`config.mk`:
```
export PLATFORM = sky130hd
export DESIGN_NAME = signal_frame_serializer
export DESIGN_NICKNAME = d
export VERILOG_FILES = /design/src/rtl/signal_frame_serializer.sv
export SDC_FILE = /design/constraint.sdc
export NUM_CORES = 1
export LEC_CHECK = 0
export ABC_CLOCK_PERIOD_IN_PS = 2620
export BUFFER_PORTS_ARGS = -buffer_cell sky130_fd_sc_hd__buf_2
export CAP_MARGIN = 40
export CORE_AREA = 3 3 123 125
export CTS_CLUSTER_SIZE = 24
export DETAILED_ROUTE_END_ITERATION = 10
export DIE_AREA = 0 0 126 128
export PLACE_DENSITY = 0.83
export SLEW_MARGIN = 10
export SYNTH_ARGS = -nofsm -noshare
export SYNTH_HDL_FRONTEND = slang
export SYNTH_SLANG_ARGS = --single-unit
```
`constraint.sdc`:
```
create_clock -name clk -period 2.62 [get_ports clk]
set_clock_uncertainty 0.15 [all_clocks]
set_input_delay 0.131 -clock clk [delete_from_list [all_inputs] [get_ports clk]]
set_output_delay 0.131 -clock clk [all_outputs]
set_load 0.01 [all_outputs]
```
`src/rtl/signal_frame_serializer.sv`:
```
// Frame snapshot buffer that streams WIDTH x HEIGHT pixel frames one pixel per beat on valid/ready.
// Optional boustrophedon scan order is enabled by defining SIGNAL_SERIALIZER_SERPENTINE_EN.
module signal_frame_serializer #(
  parameter int WIDTH_PIXELS      = 2,
  parameter int HEIGHT_PIXELS     = 2,
  parameter int PIXEL_SIZE_BITS   = 8,
  parameter int NUM_OF_SAMPLES    = 4,
  parameter int DEFAULT_INTENSITY = 0
) (
  input  logic                                                 clk,
  input  logic                                                 reset,
  input  logic [WIDTH_PIXELS*HEIGHT_PIXELS*PIXEL_SIZE_BITS-1:0] sig_flat,
  input  logic [WIDTH_PIXELS*HEIGHT_PIXELS-1:0]                 pixel_mask,
  input  logic                                                 sample_we,
  output logic [PIXEL_SIZE_BITS-1:0]                           m_tdata,
  output logic                                                 m_tvalid,
  input  logic                                                 m_tready,
  output logic                                                 m_tfirst,
  output logic                                                 m_tlast,
  output logic [$clog2(NUM_OF_SAMPLES+1)-1:0]                  level,
  output logic                                                 overflow,
  output logic [15:0]                                          drop_count
);

  localparam int NPIX  = WIDTH_PIXELS * HEIGHT_PIXELS;
  localparam int PB    = PIXEL_SIZE_BITS;
  localparam int IDX_W = (NPIX > 1) ? $clog2(NPIX) : 1;
  localparam int PTR_W = $clog2(NUM_OF_SAMPLES);
  localparam int LVL_W = $clog2(NUM_OF_SAMPLES + 1);

  localparam logic [LVL_W-1:0] DEPTH_L  = LVL_W'(NUM_OF_SAMPLES);
  localparam logic [LVL_W-1:0] LEVEL_1  = LVL_W'(1);
  localparam logic [IDX_W-1:0] LAST_K   = IDX_W'(NPIX - 1);
  localparam logic [PB-1:0]    DEF_PIX  = PB'(DEFAULT_INTENSITY);

  localparam logic [0:0] ST_IDLE   = 1'b0;
  localparam logic [0:0] ST_STREAM = 1'b1;

  logic [NPIX*PB-1:0] r_frameMem [NUM_OF_SAMPLES];
  logic [NPIX-1:0]    r_maskMem  [NUM_OF_SAMPLES];

  logic [PTR_W-1:0] r_wrPtr;
  logic [PTR_W-1:0] r_rdPtr;
  logic [LVL_W-1:0] r_level;
  logic [0:0]       r_state;
  logic [IDX_W-1:0] r_idx;
  logic [PB-1:0]    r_tdata;
  logic             r_tvalid;
  logic             r_tfirst;
  logic             r_tlast;
  logic             r_overflow;
  logic [15:0]      r_dropCount;

  logic             w_accept;
  logic             w_popLast;
  logic             w_full;
  logic             w_push;
  logic             w_drop;
  logic             w_load;
  logic [PTR_W-1:0] w_loadPtr;
  logic [IDX_W-1:0] w_loadK;
  logic [IDX_W-1:0] w_pixIdx;
  logic [PB-1:0]    w_loadData;

  // Maps beat index k to the stored pixel position p.
  function automatic logic [IDX_W-1:0] pixelOf(input logic [IDX_W-1:0] k);
`ifdef SIGNAL_SERIALIZER_SERPENTINE_EN
    int y;
    int x;
    y = int'(k) / WIDTH_PIXELS;
    x = int'(k) % WIDTH_PIXELS;
    if ((y % 2) == 1) x = WIDTH_PIXELS - 1 - x;
    return IDX_W'(y * WIDTH_PIXELS + x);
`else
    return k;
`endif
  endfunction

  assign w_accept  = r_tvalid & m_tready;
  assign w_popLast = w_accept & r_tlast;
  assign w_full    = (r_level == DEPTH_L);
  assign w_push    = sample_we & (~w_full | w_popLast);
  assign w_drop    = sample_we & w_full & ~w_popLast;

  // Choose which beat (frame, index) is loaded into the output registers at the next edge.
  always_comb begin
    w_load    = 1'b0;
    w_loadPtr = r_rdPtr;
    w_loadK   = '0;
    if (r_state == ST_IDLE) begin
      if (r_level != '0) w_load = 1'b1;
    end else if (w_accept) begin
      if (r_tlast) begin
        if (r_level > LEVEL_1) begin
          w_load    = 1'b1;
          w_loadPtr = r_rdPtr + PTR_W'(1);
        end
      end else begin
        w_load  = 1'b1;
        w_loadK = r_idx + IDX_W'(1);
      end
    end
  end

  assign w_pixIdx   = pixelOf(w_loadK);
  assign w_loadData = r_maskMem[w_loadPtr][w_pixIdx]
                    ? DEF_PIX
                    : r_frameMem[w_loadPtr][int'(w_pixIdx)*PB +: PB];

  always_ff @(posedge clk) begin
    if (!reset && w_push) begin
      r_frameMem[r_wrPtr] <= sig_flat;
      r_maskMem[r_wrPtr]  <= pixel_mask;
    end
  end

  always_ff @(posedge clk) begin
    if (reset) begin
      r_wrPtr     <= '0;
      r_rdPtr     <= '0;
      r_level     <= '0;
      r_state     <= ST_IDLE;
      r_idx       <= '0;
      r_tdata     <= '0;
      r_tvalid    <= 1'b0;
      r_tfirst    <= 1'b0;
      r_tlast     <= 1'b0;
      r_overflow  <= 1'b0;
      r_dropCount <= '0;
    end else begin
      if (w_push)    r_wrPtr <= r_wrPtr + PTR_W'(1);
      if (w_popLast) r_rdPtr <= r_rdPtr + PTR_W'(1);
      r_level <= r_level + LVL_W'(w_push) - LVL_W'(w_popLast);

      if (w_drop) begin
        r_overflow <= 1'b1;
        if (r_dropCount != 16'hFFFF) r_dropCount <= r_dropCount + 16'd1;
      end

      // Output registers only change on a load or a final accept, so stalled beats hold.
      if (w_load) begin
        r_state  <= ST_STREAM;
        r_tvalid <= 1'b1;
        r_tdata  <= w_loadData;
        r_tfirst <= (w_loadK == '0);
        r_tlast  <= (w_loadK == LAST_K);
        r_idx    <= w_loadK;
      end else if (w_accept) begin
        r_state  <= ST_IDLE;
        r_tvalid <= 1'b0;
        r_tfirst <= 1'b0;
        r_tlast  <= 1'b0;
        r_idx    <= '0;
      end
    end
  end

  assign m_tdata    = r_tdata;
  assign m_tvalid   = r_tvalid;
  assign m_tfirst   = r_tfirst;
  assign m_tlast    = r_tlast;
  assign level      = r_level;
  assign overflow   = r_overflow;
  assign drop_count = r_dropCount;

endmodule

```
Word level (Yosys, flattened, before mapping). Memories as Yosys holds them, arrays and structs flattened. Cells that the tools add are included.

RAM bits: 144. Word-level logic and storage cells: 61. Memories kept: 2. Output and inout bits: 31. Flip-flop bits (word level): 37. Input bits: 40.

Memory list: r_frameMem (depth 4, bits a word 32, read ports 1, clocked after memory_dff 0, wr ports 1, RTL line 39) `logic [NPIX*PB-1:0] r_frameMem [NUM_OF_SAMPLES];`; r_maskMem (depth 4, bits a word 4, read ports 1, clocked after memory_dff 0, wr ports 1, RTL line 40) `logic [NPIX-1:0] r_maskMem [NUM_OF_SAMPLES];`.

Multiplexer cells: 23. Add/sub/neg operators: 6. Shift operators: 1. Reductions and logical operators: 6. Order comparisons: 2. Eq/ne operators: 3. Bitwise gates (word level): 8.

Operator list (number): $shiftx 32x6->8 (1); $mux 2 (9); $add 16x1->16 const B (1); $ne 16x16->1 const B (1); $mux 1 (12); $mux 8 (1); $add 2x1->2 const B (3); $and 1x1->1 (5); $add 3x1->3 (1); $eq 3x3->1 const B (1); $gt 3x1->1 const B (1); $lt 2x3->1 const B (1); $reduce_bool 3->1 (1); $sub 3x1->3 (1); $bmux 1 s2 (1); $eq 2x2->1 const B (1); $logic_not 2->1 (1); $not 1->1 (2); $reduce_and 2->1 (1); $reduce_bool 2->1 (1); $logic_and 1x1->1 (1); $logic_not 1->1 (1); $or 1x1->1 (1).

Depth between registers and ports, before layout. Gate-level depths: netlist of run 1. An unclocked memory read counts as a cell.

Depth after elaboration: 9. Gate-level depth with buffers: 12. Gate-level depth less buffers: 10.

Worst setup path after synthesis of run 1. No wires, ideal clock.

Kind: register to register. Start: register r_tvalid, in the netlist m_tvalid. End: memory r_frameMem[0][0] in the netlist's numbering, enable pin. Stages on the path, launching flop included: 6. Path buffers: 0. Arrival: 1.972 ns. Period minus slack after synthesis: 2.519 ns. Path slack: 0.101 ns. Data required time: 2.073 ns. Library setup time: 0.397 ns. Cells stage by stage: dfxtp_1 > nand3_1 > nand3_1 > nand2_1 > nor2_1 > and2_1.

Cells in the longest elaborated chain, start to end: 7.

RTL lines: from (decl) (RTL line 48) `logic r_tvalid;`; from (signal assigned) (RTL line 125) `r_tvalid <= 1'b0;`; from (signal assigned) (RTL line 143) `r_tvalid <= 1'b1;`; from (signal assigned) (RTL line 150) `r_tvalid <= 1'b0;`; $and 1x1->1 (RTL line 79) `assign w_accept = r_tvalid & m_tready;`; $and 1x1->1 (RTL line 80) `assign w_popLast = w_accept & r_tlast;`; $or 1x1->1 (RTL line 82) `assign w_push = sample_we & (~w_full | w_popLast);`; $and 1x1->1 (RTL line 82); $logic_and 1x1->1 (RTL line 111) `if (!reset && w_push) begin`; $mux 1 (RTL line 111); $mux 1 (not written as such) (RTL line 112) `r_frameMem[r_wrPtr] <= sig_flat;`; to (decl) (RTL line 39).

No other way between the ends.

Worst setup path after layout of run 1.
Start: register r_level[2], in the netlist level[2]. End: register r_tdata[0], in the netlist m_tdata[0].

Cells in the longest elaborated chain, start to end: 9. Elaborated cells on any way between the ends: 17. Those cells by class: order compare: 1; shift: 1; mux: 12; reduce/logical: 1; memory: 2.

RTL lines: from (decl) (RTL line 44) `logic [LVL_W-1:0] r_level;`; from (signal assigned) (RTL line 133) `r_level <= r_level + LVL_W'(w_push) - LVL_W'(w_popLast);`; parallel branches: the longest is 9 deep, another holds $mem_v2 4x32; to (signal assigned) (RTL line 144) `r_tdata <= w_loadData;`; to (decl) (RTL line 47) `logic [PB-1:0] r_tdata;`.

Parallel ways; which one is timed is not known. The select of a mux whose other input is x is not followed. A chain may end at the register's enable or synchronous reset.

==> results.json, run 1 <==
{
  "combPwrFrac_pct": 11.8,
  "ys_warn_count": 0,
  "finalSetupViolCount": 0,
  "synthFlopType": "edfxtp_1",
  "diodes": 0,
  "cts_buffer_depth": 2,
  "slew_headroom_pct": 59.9,
  "fin_tns_setup_ps": 0,
  "end_kind": "flop",
  "p_per_area_nw_per_um2": 683,
  "arrival_ps": 2660,
  "finalWeightedCongestion": 0.806,
  "p_seq_share_pct": 50.1,
  "fin_crit_sh_pct": 94.7,
  "ctsRootBufferMaster": "clkbuf_16",
  "die_h_um": 128,
  "yosysSeqAreaShare_pct": 60.3,
  "start_kind": "flop",
  "dp_slack_ps": 39.9,
  "p_clk_share_pct": 38.2,
  "cts_tree": "done",
  "viasPerCell": 6.30,
  "clk_latency_ps": 440,
  "grt-ovfl-total": 0,
  "yosys.area.top_type": "edfxtp_1",
  "p_int_mw": 5.15,
  "cp_max_fo": 37,
  "syn_area_per_cell_um2": 12.4,
  "hold_viol": 0,
  "grt_max_degree": 76,
  "antenna_found_initial": 0,
  "finish.utilization_pct": 71.1,
  "tightest_slew_ps": 601,
  "ir_drop_mv": 0.538,
  "io_pins": 71,
  "dp_hpwl_mm": 11.8,
  "critical_path_class": "flop to flop",
  "port_buffers": 70,
  "design_area_um2": 9950,
  "nNetsFinal": 825,
  "yosysTopAreaCellShare_pct": 51.5,
  "synth_cell_types": 59,
  "fin_ws_ps": 140,
  "cts.sinks": 181,
  "drt_iter0_drc": 643,
  "dp_cells": 896,
  "cts_made_buffers": 17,
  "final.min_clock_period_ps": 2480,
  "p_sw_mw": 1.65,
  "area.sequential_um2": 5070,
  "die_x_um": 126,
  "rsz0062_at_grt": "false",
  "finalNonFillerCells": 969,
  "p_sw_share_pct": 24.3,
  "rows": 43,
  "multi_input_area_um2": 2990,
  "synth_area_leaders": "edfxtp_1 52%, dfxtp_1 8.8%, mux2i_1 4.4%",
  "hold_path.class": "primary input to flop",
  "cts.clk_slew.worst_paths_ps": 70,
  "syn_nets": 726,
  "route.detailed.drc": 0,
  "status": "complete, no violations",
  "drv_slew": 0,
  "area_growth_pct": 18.6,
  "leakagePower_nw": 3.42,
  "fill_cells": 948,
  "cts.htree.levels": 4,
  "core_area_um2": 14000,
  "netlist_area_um2": 8390,
  "netlist_instances": 677,
  "start_util_pct": 60.0,
  "fmax_mhz": 403,
  "grt_pass1_wl_mm": 31.1,
  "drv_cap": 0,
  "grt_use_total_pct": 24.5,
  "wl_mm": 19.6,
  "dr.pass1.iters": 5,
  "ys_ff_latch": 181,
  "placed_area_um2": 8920,
  "critPathRequiredTime_ps": 2800,
  "grt_pass1_vias": 6124,
  "ant_nets": 0,
  "async_flop_share_pct": 0,
  "die_area_um2": 16100,
  "synth-edff-count": 144,
  "routedWlPerCell_um": 20.2,
  "post_route_cells_drive_above_1_share_pct": 17.6,
  "num_vias": 6102
}
[worst max-delay path, cell delays in order (launching register included)]
cell and delay, ps:
dfxtp_1 330, inv_1 70, ha_1 190, and4b_4 260, buf_4 160, clkbuf_16 210
o311ai_0 370, a22oi_1 120, o22a_1 240, a32o_1 260
[per-layer routing]
layer	global-route usage (%)	vias to the layer above	part of all wire [%]
li1	-	2779	-
met1	31.1	3004	41
met2	41.0	271	50
met3	6.00	48	6.9
met4	9.27	0	2.4
met5	0	-	0
[cells by family after synthesis]
| family | Yosys count | share of synthesized area (%) |
|---|---|---|
| flops | 181 | 60.3 |
| simple gates | 224 | 13.8 |
| xor+xnor | 19 | 2.21 |
| buf+inv | 62 | 4.10 |
| fa+ha+maj | 9 | 1.43 |
| mux | 43 | 5.80 |
| compound gates | 139 | 12.3 |
[placed cells by master, fill, tap and decap left out, types with 7 or more instances in the layout]
master           n
a211o_1         15
a21oi_1         17
a22oi_1         16
a31oi_1          9
a32o_1           7
buf_12           8
buf_2           70
buf_4           14
clkbuf_16       18
dfxtp_1         34
dlygate4sd3_1   38
edfxtp_1       144
ha_1             8
inv_1           11
mux2i_1         37
nand2_1         26
nand3_1         11
nand3b_1        18
nor2_1          72
nor2b_1         12
nor3_1          48
nor3b_1         15
o21ai_0         20
o22a_1           7
o311ai_0        15
xnor2_1          9
xor2_1           9
[final cells by class]
type | instances | share of cell area [%]
clock inverter | 15 | 1.79
timing repair buffer | 131 | 10.3
multi-input combinational | 434 | 30.0
clock buffer | 17 | 4.27
inverter | 11 | 0.415
sequential | 181 | 51.0
tap | 180 | 2.26
[power by group through the flow]
stage | Combinational [mW] | Sequential (mW) | Clock [mW]
3_5_place_dp | 0.745 | 3.46 | 0
5_1_grt | 0.875 | 3.42 | 2.75
6_report | 0.800 | 3.40 | 2.59
2_1_floorplan | 0.410 | 3.46 | 0
3_3_place_gp | 0.713 | 3.44 | 0
4_1_cts | 0.795 | 3.40 | 2.62
[Yosys cell counts, drive strengths merged, types with 3 or more instances]
cell type / count
o211ai: 3
nor3b: 15
clkbuf: 19
o22a: 7
nand4: 5
ha: 8
xnor2: 10
a31oi: 9
dfxtp: 37
mux4: 4
o311ai: 15
a22oi: 16
o21bai: 6
nand3b: 18
buf: 32
and2: 5
nand2: 26
nor3: 48
a32o: 7
mux2i: 37
nand3: 11
a211oi: 6
a211o: 15
edfxtp: 144
inv: 11
a21oi: 18
o21ai: 22
xor2: 9
nor2: 72
a21boi: 5
nor2b: 12
[timing repair]
| item | 4_1_cts | 5_1_grt |
|---|---|---|
| setup endpoints to repair | 0 | 10 |
| hold endpoints to repair | 146 | 0 |
| resized for setup | 0 | 2 |
| hold buffers | 38 | 0 |
| setup buffers | 0 | 2 |
[state kept, by name (all words and copies together) (netlist names)]
register    count
m_tvalid        1
drop_count     16
r_idx           2
r_rdPtr         2
m_tlast         1
level           3
overflow        1
m_tfirst        1
r_maskMem      16
m_tdata         8
r_frameMem    128
r_wrPtr         2
[metrics by stage]
step,hold WS (ps),power (mW)
6_report,36.6,6.80
3_3_place_gp,193,4.16
3_5_place_dp,197,4.20
2_1_floorplan,79.9,3.87
4_1_cts,25.7,6.81
5_1_grt,54.7,7.04
[path summary, 6_finish.rpt]
kind | start | end | slack [ps] | depth (start not counted)
max | level[2] | m_tdata[0] | 140 | 9
min | reset | level[1] | 40 | 2
max reg2reg | level[2] | m_tdata[0] | 140 | 9
min reg2reg | overflow | overflow | 310 | 2
No activity file was read; power rests on OpenSTA's default activity.
==> run 2: changes to the inputs <==
--- a/config.mk
+++ b/config.mk
@@ -5,13 +5,13 @@
 export SDC_FILE = /design/constraint.sdc
 export NUM_CORES = 1
 export LEC_CHECK = 0
-export ABC_CLOCK_PERIOD_IN_PS = 2620
+export ABC_CLOCK_PERIOD_IN_PS = 2400
 export BUFFER_PORTS_ARGS = -buffer_cell sky130_fd_sc_hd__buf_2
 export CAP_MARGIN = 40
-export CORE_AREA = 3 3 123 125
+export CORE_AREA = 3 3 157 98
 export CTS_CLUSTER_SIZE = 24
 export DETAILED_ROUTE_END_ITERATION = 10
-export DIE_AREA = 0 0 126 128
+export DIE_AREA = 0 0 160 101
 export PLACE_DENSITY = 0.83
 export SLEW_MARGIN = 10
 export SYNTH_ARGS = -nofsm -noshare
==> constraint.sdc (replaced) <==
create_clock -name clk -period 2.4 [get_ports clk]
set_clock_uncertainty 0.15 [all_clocks]
set_input_delay 0.12 -clock clk [delete_from_list [all_inputs] [get_ports clk]]
set_output_delay 0.12 -clock clk [all_outputs]
set_load 0.01 [all_outputs]
==> run 2 against run 1 <==
Effect of this change: the run now ends with negative setup slack left; utilization is 1.6 points higher; worst hold slack better by 250 ps; highest routed layer unchanged; non-clock buffer count is 21 higher; count of clock-buffer cells in the layout is 1 higher; wire length is 4.9% higher; critical path type unchanged; cell area is 3.8% higher; setup slack worse by 140 ps.
==> results.json, run 2 (synthesis gave the netlist of run 1 again) <==
{
  "status": "complete, but fails checks",
  "violations": "negative setup slack",
  "hold_viol": 0,
  "hold_path.class": "primary input to flop",
  "die_area_um2": 16200,
  "reg2reg_from": "level[2]",
  "reg2regPathDepth": 10,
  "final_common_cell": "edfxtp_1",
  "wl_mm": 20.5,
  "finalNonFillerCells": 1008,
  "p_clk_share_pct": 37.0,
  "die_x_um": 160,
  "routedWlPerCell_um": 20.4,
  "dp_cells": 930,
  "cts_tree": "done",
  "p_seq_share_pct": 50.1,
  "fin_ws_ps": -4.18,
  "fmax_mhz": 416,
  "drt_iter0_drc": 645,
  "core_area_um2": 14200,
  "finalWeightedCongestion": 0.784,
  "rsz0062_at_grt": "true",
  "p_per_area_nw_per_um2": 717,
  "grt_use_total_pct": 24.9,
  "critical_path_class": "flop to flop",
  "fin_crit_sh_pct": 100,
  "final.min_clock_period_ps": 2400,
  "die_h_um": 101,
  "ir_drop_mv": 0.510,
  "grt_pass1_vias": 6002,
  "cts.clk_slew.worst_paths_ps": 70,
  "cts_made_buffers": 17,
  "layout_common_cells": "144 x edfxtp_1, 72 x nor2_1, 70 x buf_2, 44 x nor3_1, 39 x dlygate4sd3_1",
  "grt_pass1_wl_mm": 30.9,
  "combPwrFrac_pct": 12.9,
  "clk_latency_ps": 430,
  "min-delay-start": "sig_flat[27]",
  "cts.htree.levels": 4,
  "slew_headroom_pct": 50.9,
  "arrival_ps": 2610,
  "port_buffers": 70,
  "viasPerCell": 6.19,
  "area_growth_pct": 23.1,
  "p_sw_share_pct": 24.9,
  "multi_input_area_um2": 3100,
  "largest_reg_flops": 128,
  "finalSetupViolCount": 1,
  "area.sequential_um2": 5080,
  "nNetsFinal": 846,
  "route.detailed.drc": 0,
  "diodes": 0,
  "fin_tns_setup_ps": -4.18,
  "io_pins": 71,
  "rows": 34,
  "worstReg2RegEnd": "m_tdata[5]",
  "antenna_found_initial": 0,
  "critPathRequiredTime_ps": 2610,
  "ant_nets": 0,
  "end_kind": "flop",
  "p_sw_mw": 1.85,
  "num_vias": 6243,
  "hold_depth": 2,
  "drv_slew": 0,
  "post_route_cells_drive_above_1_share_pct": 23.2,
  "dr.pass1.iters": 7,
  "tightest_slew_ps": 734,
  "rrSetupSlack_ps": -4,
  "grt-ovfl-total": 0,
  "p_total_mw": 7.41,
  "hold_end": "r_frameMem[0][27]",
  "cp_max_fo": 13,
  "dp_hpwl_mm": 12.4,
  "ctsRootBufferMaster": "clkbuf_16",
  "p_int_mw": 5.56,
  "hold_slack_ps": 286,
  "leakagePower_nw": 3.56,
  "grt_max_degree": 69,
  "cts.sinks": 181,
  "drv_cap": 0,
  "fill_cells": 906,
  "start_util_pct": 59.1,
  "start_kind": "flop",
  "regMostFlops": "r_frameMem",
  "cts_buffer_depth": 2
}
## run 2: cell count changes in the layout (fill, tap and decap cells not counted), moves of 4 or more
| cell | before | now |
|---|---|---|
| a211oi_1 | 6 | 2 |
| a211oi_2 | 0 | 4 |
| a22oi_1 | 16 | 9 |
| a22oi_2 | 0 | 7 |
| and2_1 | 5 | 1 |
| and2_2 | 0 | 4 |
| buf_4 | 14 | 24 |
| nor3_1 | 48 | 44 |
| nor3_2 | 0 | 4 |
| o21ai_0 | 20 | 16 |
| o21ai_1 | 1 | 5 |
| o311ai_0 | 15 | 3 |
| o311ai_1 | 0 | 10 |
## run 2: power groups by stage
| stage | clock network, mW | logic, mW | registers (mW) |
|---|---|---|---|
| finish | 2.74 | 0.953 | 3.71 |
| detailed placement | 0 | 0.850 | 3.77 |
| global placement | 0 | 0.805 | 3.75 |
| global route | 2.90 | 1.03 | 3.72 |
| floorplan | 0 | 0.449 | 3.78 |
| CTS | 2.76 | 0.913 | 3.70 |
## run 2: final cells by class
class / count / share of cell area (%)
tap: 198 / 2.40
sequential: 181 / 49.1
clock buffer: 18 / 4.15
multi-input combinational: 434 / 30.0
timing repair buffer: 152 / 12.4
clock inverter: 14 / 1.47
inverter: 11 / 0.400
## run 2: how the worst max path moves through the flow
stage	start	endpoint	slack, ps	cells after the start
3_5_place_dp	level[1]	m_tdata[5]	-210	10
5_1_grt	level[2]	m_tdata[5]	-90	10
3_3_place_gp	level[1]	m_tdata[2]	-60	9
6_report	level[2]	m_tdata[5]	-4	10
4_1_cts	level[2]	m_tdata[5]	5	10
2_1_floorplan	level[1]	m_tdata[0]	70	8
## run 2: critical path, stage by stage (launching register included)
cell,delay (ps)
dfxtp_2,330
inv_2,50
ha_4,160
and4b_4,470
buf_12,180
buf_12,140
nor3_1,50
a211o_1,290
a22oi_1,160
o22a_1,170
a32o_1,180
## run 2: what timing repair did
action,in CTS,in global routing
pin swaps,4,33
setup endpoints to repair,8,9
cloned,1,3
hold buffers,39,0
buffers inserted,3,1
endpoints found under the hold margin,155,0
resized for setup,18,42
## run 2: routing by layer
layer  GRT usage (%)  vias up  share of wire (%)
met2            40.4      335                 49
met1            32.2     3024                 41
met5               0        -                  0
met4            10.7        0                2.4
li1                -     2827                  -
met3            6.44       57                7.7
## run 2: stage by stage
stage	utilization (%)	worst slack [ps]	cell area, µm²
detailed placement	63.8	-209	9060
global placement	63.8	-61.8	9060
global route	72.7	-89.0	10300
floorplan	-	74.1	8400
CTS	71.3	5.42	10100
finish	72.7	-4.18	10300
==> run 3: changes to the inputs <==
--- a/config.mk
+++ b/config.mk
@@ -5,13 +5,14 @@
 export SDC_FILE = /design/constraint.sdc
 export NUM_CORES = 1
 export LEC_CHECK = 0
+export ABC_AREA = 1
 export ABC_CLOCK_PERIOD_IN_PS = 2400
 export BUFFER_PORTS_ARGS = -buffer_cell sky130_fd_sc_hd__buf_2
 export CAP_MARGIN = 40
-export CORE_AREA = 3 3 157 98
+export CORE_AREA = 2 2 151 94
 export CTS_CLUSTER_SIZE = 24
 export DETAILED_ROUTE_END_ITERATION = 10
-export DIE_AREA = 0 0 160 101
+export DIE_AREA = 0 0 153 96
 export PLACE_DENSITY = 0.83
 export SLEW_MARGIN = 10
 export SYNTH_ARGS = -nofsm -noshare
==> run 3 against run 2 <==
Effect of this change: die area decreased by 9.1%; the run now ends clean; critical path type unchanged; setup slack improved by 57 ps; power increased by 2.6%; highest routed layer unchanged; wire length decreased by 2.2%; utilization decreased by 0.59 points; via count decreased by 0.50%; global-route usage increased by 1.7 points; largest cell class unchanged; flip-flop and latch count unchanged; sequential power about the same; area after synthesis decreased by 7.8%.
==> results.json, run 3 <==
{
  "ir_drop_mv": 0.539,
  "final_common_cell": "nand2_1",
  "die_area_um2": 14700,
  "cp_cell_sequence": "inv_1 > ha_2 > inv_2 > nand4_1 > buf_4 > nand2_8 > buf_4 > buf_6 > nand3b_1 > nand3_1 > nand3_1 > nand2_1 > nand2_1 > nand3_1 > a21oi_1",
  "yosysSeqAreaShare_pct": 65.4,
  "cts.htree.levels": 4,
  "fmax_mhz": 426,
  "routedWlPerCell_um": 18.7,
  "finalSetupViolCount": 0,
  "endpoint": "m_tdata[2]",
  "grt-ovfl-total": 0,
  "critical_path_class": "flop to flop",
  "dp_slack_ps": 101,
  "cp_common_cell": "nand3_1",
  "synthFlopType": "edfxtp_1",
  "path_buf_inv": 5,
  "hold_slack_ps": 103,
  "core_area_um2": 13300,
  "cts.sinks": 181,
  "final.min_clock_period_ps": 2350,
  "path_delay_family": "simple AND/OR/NAND/NOR gates",
  "design_area_um2": 9620,
  "hold_viol": 0,
  "cts_buffer_depth": 2,
  "drv_cap": 0,
  "io_pins": 71,
  "grt_max_degree": 54,
  "startpoint": "level[1]",
  "regMostFlops": "r_frameMem",
  "ys_ff_latch": 181,
  "worst-path-stages": 15,
  "hold_depth": 6,
  "reg2regPathDepth": 15,
  "grt_use_total_pct": 26.6,
  "finalWeightedCongestion": 0.906,
  "diodes": 0,
  "antenna_found_initial": 0,
  "post-synth-top-count-cell": "nand2_1",
  "area_growth_pct": 24.3,
  "start_kind": "flop",
  "cp_max_fo": 12,
  "rows": 33,
  "synth-edff-count": 144,
  "clk_latency_ps": 440,
  "fin_tns_setup_ps": 0,
  "dr.pass1.iters": 7,
  "end_kind": "flop",
  "dp_hpwl_mm": 11.7,
  "slowest_delay_ps": 340,
  "fin_ws_ps": 52.7,
  "slew_headroom_pct": 67.9,
  "cts_tree": "done",
  "die_h_um": 96,
  "cts_made_buffers": 17,
  "tightest_slew_ps": 478,
  "post_route_cells_drive_above_1_share_pct": 18.0,
  "yosys.area.top_type": "edfxtp_1",
  "grt_pass1_vias": 5576,
  "worstReg2RegEnd": "m_tdata[2]",
  "area.sequential_um2": 5070,
  "viasPerCell": 5.78,
  "critPathRequiredTime_ps": 2550,
  "yosysTopAreaCellShare_pct": 55.9,
  "cts.clk_slew.worst_paths_ps": 70,
  "nNetsFinal": 935,
  "reg2reg_from": "level[1]",
  "wl_mm": 20.1,
  "netlist_area_um2": 7740,
  "async_flop_share_pct": 0,
  "syn_nets": 805,
  "die_x_um": 153,
  "route.detailed.drc": 0,
  "fill_cells": 904,
  "layout_common_cells": "209 x nand2_1, 144 x edfxtp_1, 125 x nand3_1, 70 x buf_2, 68 x inv_1",
  "largest_reg_flops": 128,
  "start_util_pct": 58.0,
  "grt_pass1_wl_mm": 29.3,
  "arrival_ps": 2500,
  "p_per_area_nw_per_um2": 790,
  "status": "complete, no violations",
  "drv_slew": 0,
  "netlist_instances": 756,
  "num_vias": 6212,
  "ant_nets": 0,
  "port_buffers": 70,
  "rrSetupSlack_ps": 50,
  "synth_cell_types": 32,
  "synth_common_cells": "210 x nand2_1, 144 x edfxtp_1, 125 x nand3_1",
  "rsz0062_at_grt": "true",
  "multi_input_area_um2": 2310,
  "ys_warn_count": 0,
  "drt_iter0_drc": 793,
  "syn_area_per_cell_um2": 10.2,
  "ctsRootBufferMaster": "clkbuf_16",
  "leakagePower_nw": 3.86,
  "synth_area_leaders": "edfxtp_1 56%, nand2_1 10%, dfxtp_1 9.6%",
  "hold_path.class": "primary input to flop",
  "fin_crit_sh_pct": 97.8,
  "worst_path_max_delay_cell": "dfxtp_2",
  "placed_area_um2": 8490
}
[run 3: worst min path at each step]
stage,endpoint,startpoint
4_1_cts,m_tlast,m_tready
3_5_place_dp,r_frameMem[3][23],sig_flat[23]
6_report,m_tlast,m_tready
5_1_grt,m_tlast,m_tready
2_1_floorplan,r_frameMem[0][0],sig_flat[0]
3_3_place_gp,r_frameMem[0][23],sig_flat[23]
[run 3: kinds of logic (layout without fill, tap and decap cells)]
family	after synthesis	count (layout)	synth area share [%]
AND/OR/NAND/NOR	396	396	22.8
XOR/XNOR	2	2	0.226
flip-flops	181	181	65.4
AO/OA/AOI/OAI	62	62	4.25
buffers and inverters	106	249	5.76
adder cells (fa/ha/maj)	9	9	1.55
[run 3: timing repair]
action,CTS,global route
resized for setup,0,22
endpoints found under the hold margin,163,0
buffers inserted,0,4
hold buffers,38,0
setup endpoints to repair,0,24
[run 3: report_power, final]
group	total [mW]	leakage, nW	internal (mW)	switching [mW]
combinational	1.11	1.96	0.388	0.718
clock	2.81	0.292	1.48	1.32
sequential	3.69	1.61	3.59	0.0954
[run 3: metal layers]
| layer | vias to the layer above | track usage [%] | routed length (µm) |
|---|---|---|---|
| met2 | 400 | 40.2 | 9020 |
| met3 | 44 | 7.92 | 2190 |
| li1 | 2832 | - | - |
| met4 | 0 | 7.33 | 319 |
| met5 | - | 0 | 0 |
| met1 | 2936 | 38.0 | 8560 |
[run 3: worst reg2reg max path, stage by stage, from the launching register on]
cell	delay, ps
dfxtp_2	340
inv_1	50
ha_2	180
inv_2	90
nand4_1	140
buf_4	190
nand2_8	100
buf_4	140
buf_6	170
nand3b_1	130
nand3_1	150
nand3_1	100
nand2_1	80
nand2_1	70
nand3_1	80
a21oi_1	60
[run 3: layout make-up]
type	instances	share of cell area [%]
flip-flops and latches	181	52.7
multi-input cells	469	24.0
repair buffers	145	12.0
clock buffers	17	4.42
inverters	72	2.86
well taps	175	2.28
clock inverters	15	1.74
[run 3: through the flow]
stage	std cells	total power, mW	utilization (%)
after CTS	1067	7.52	70.9
after detailed placement	997	4.72	63.6
final	1074	7.60	72.1
after global placement	997	4.69	63.6
after global routing	1074	7.86	72.1
after floorplan	756	4.30	-
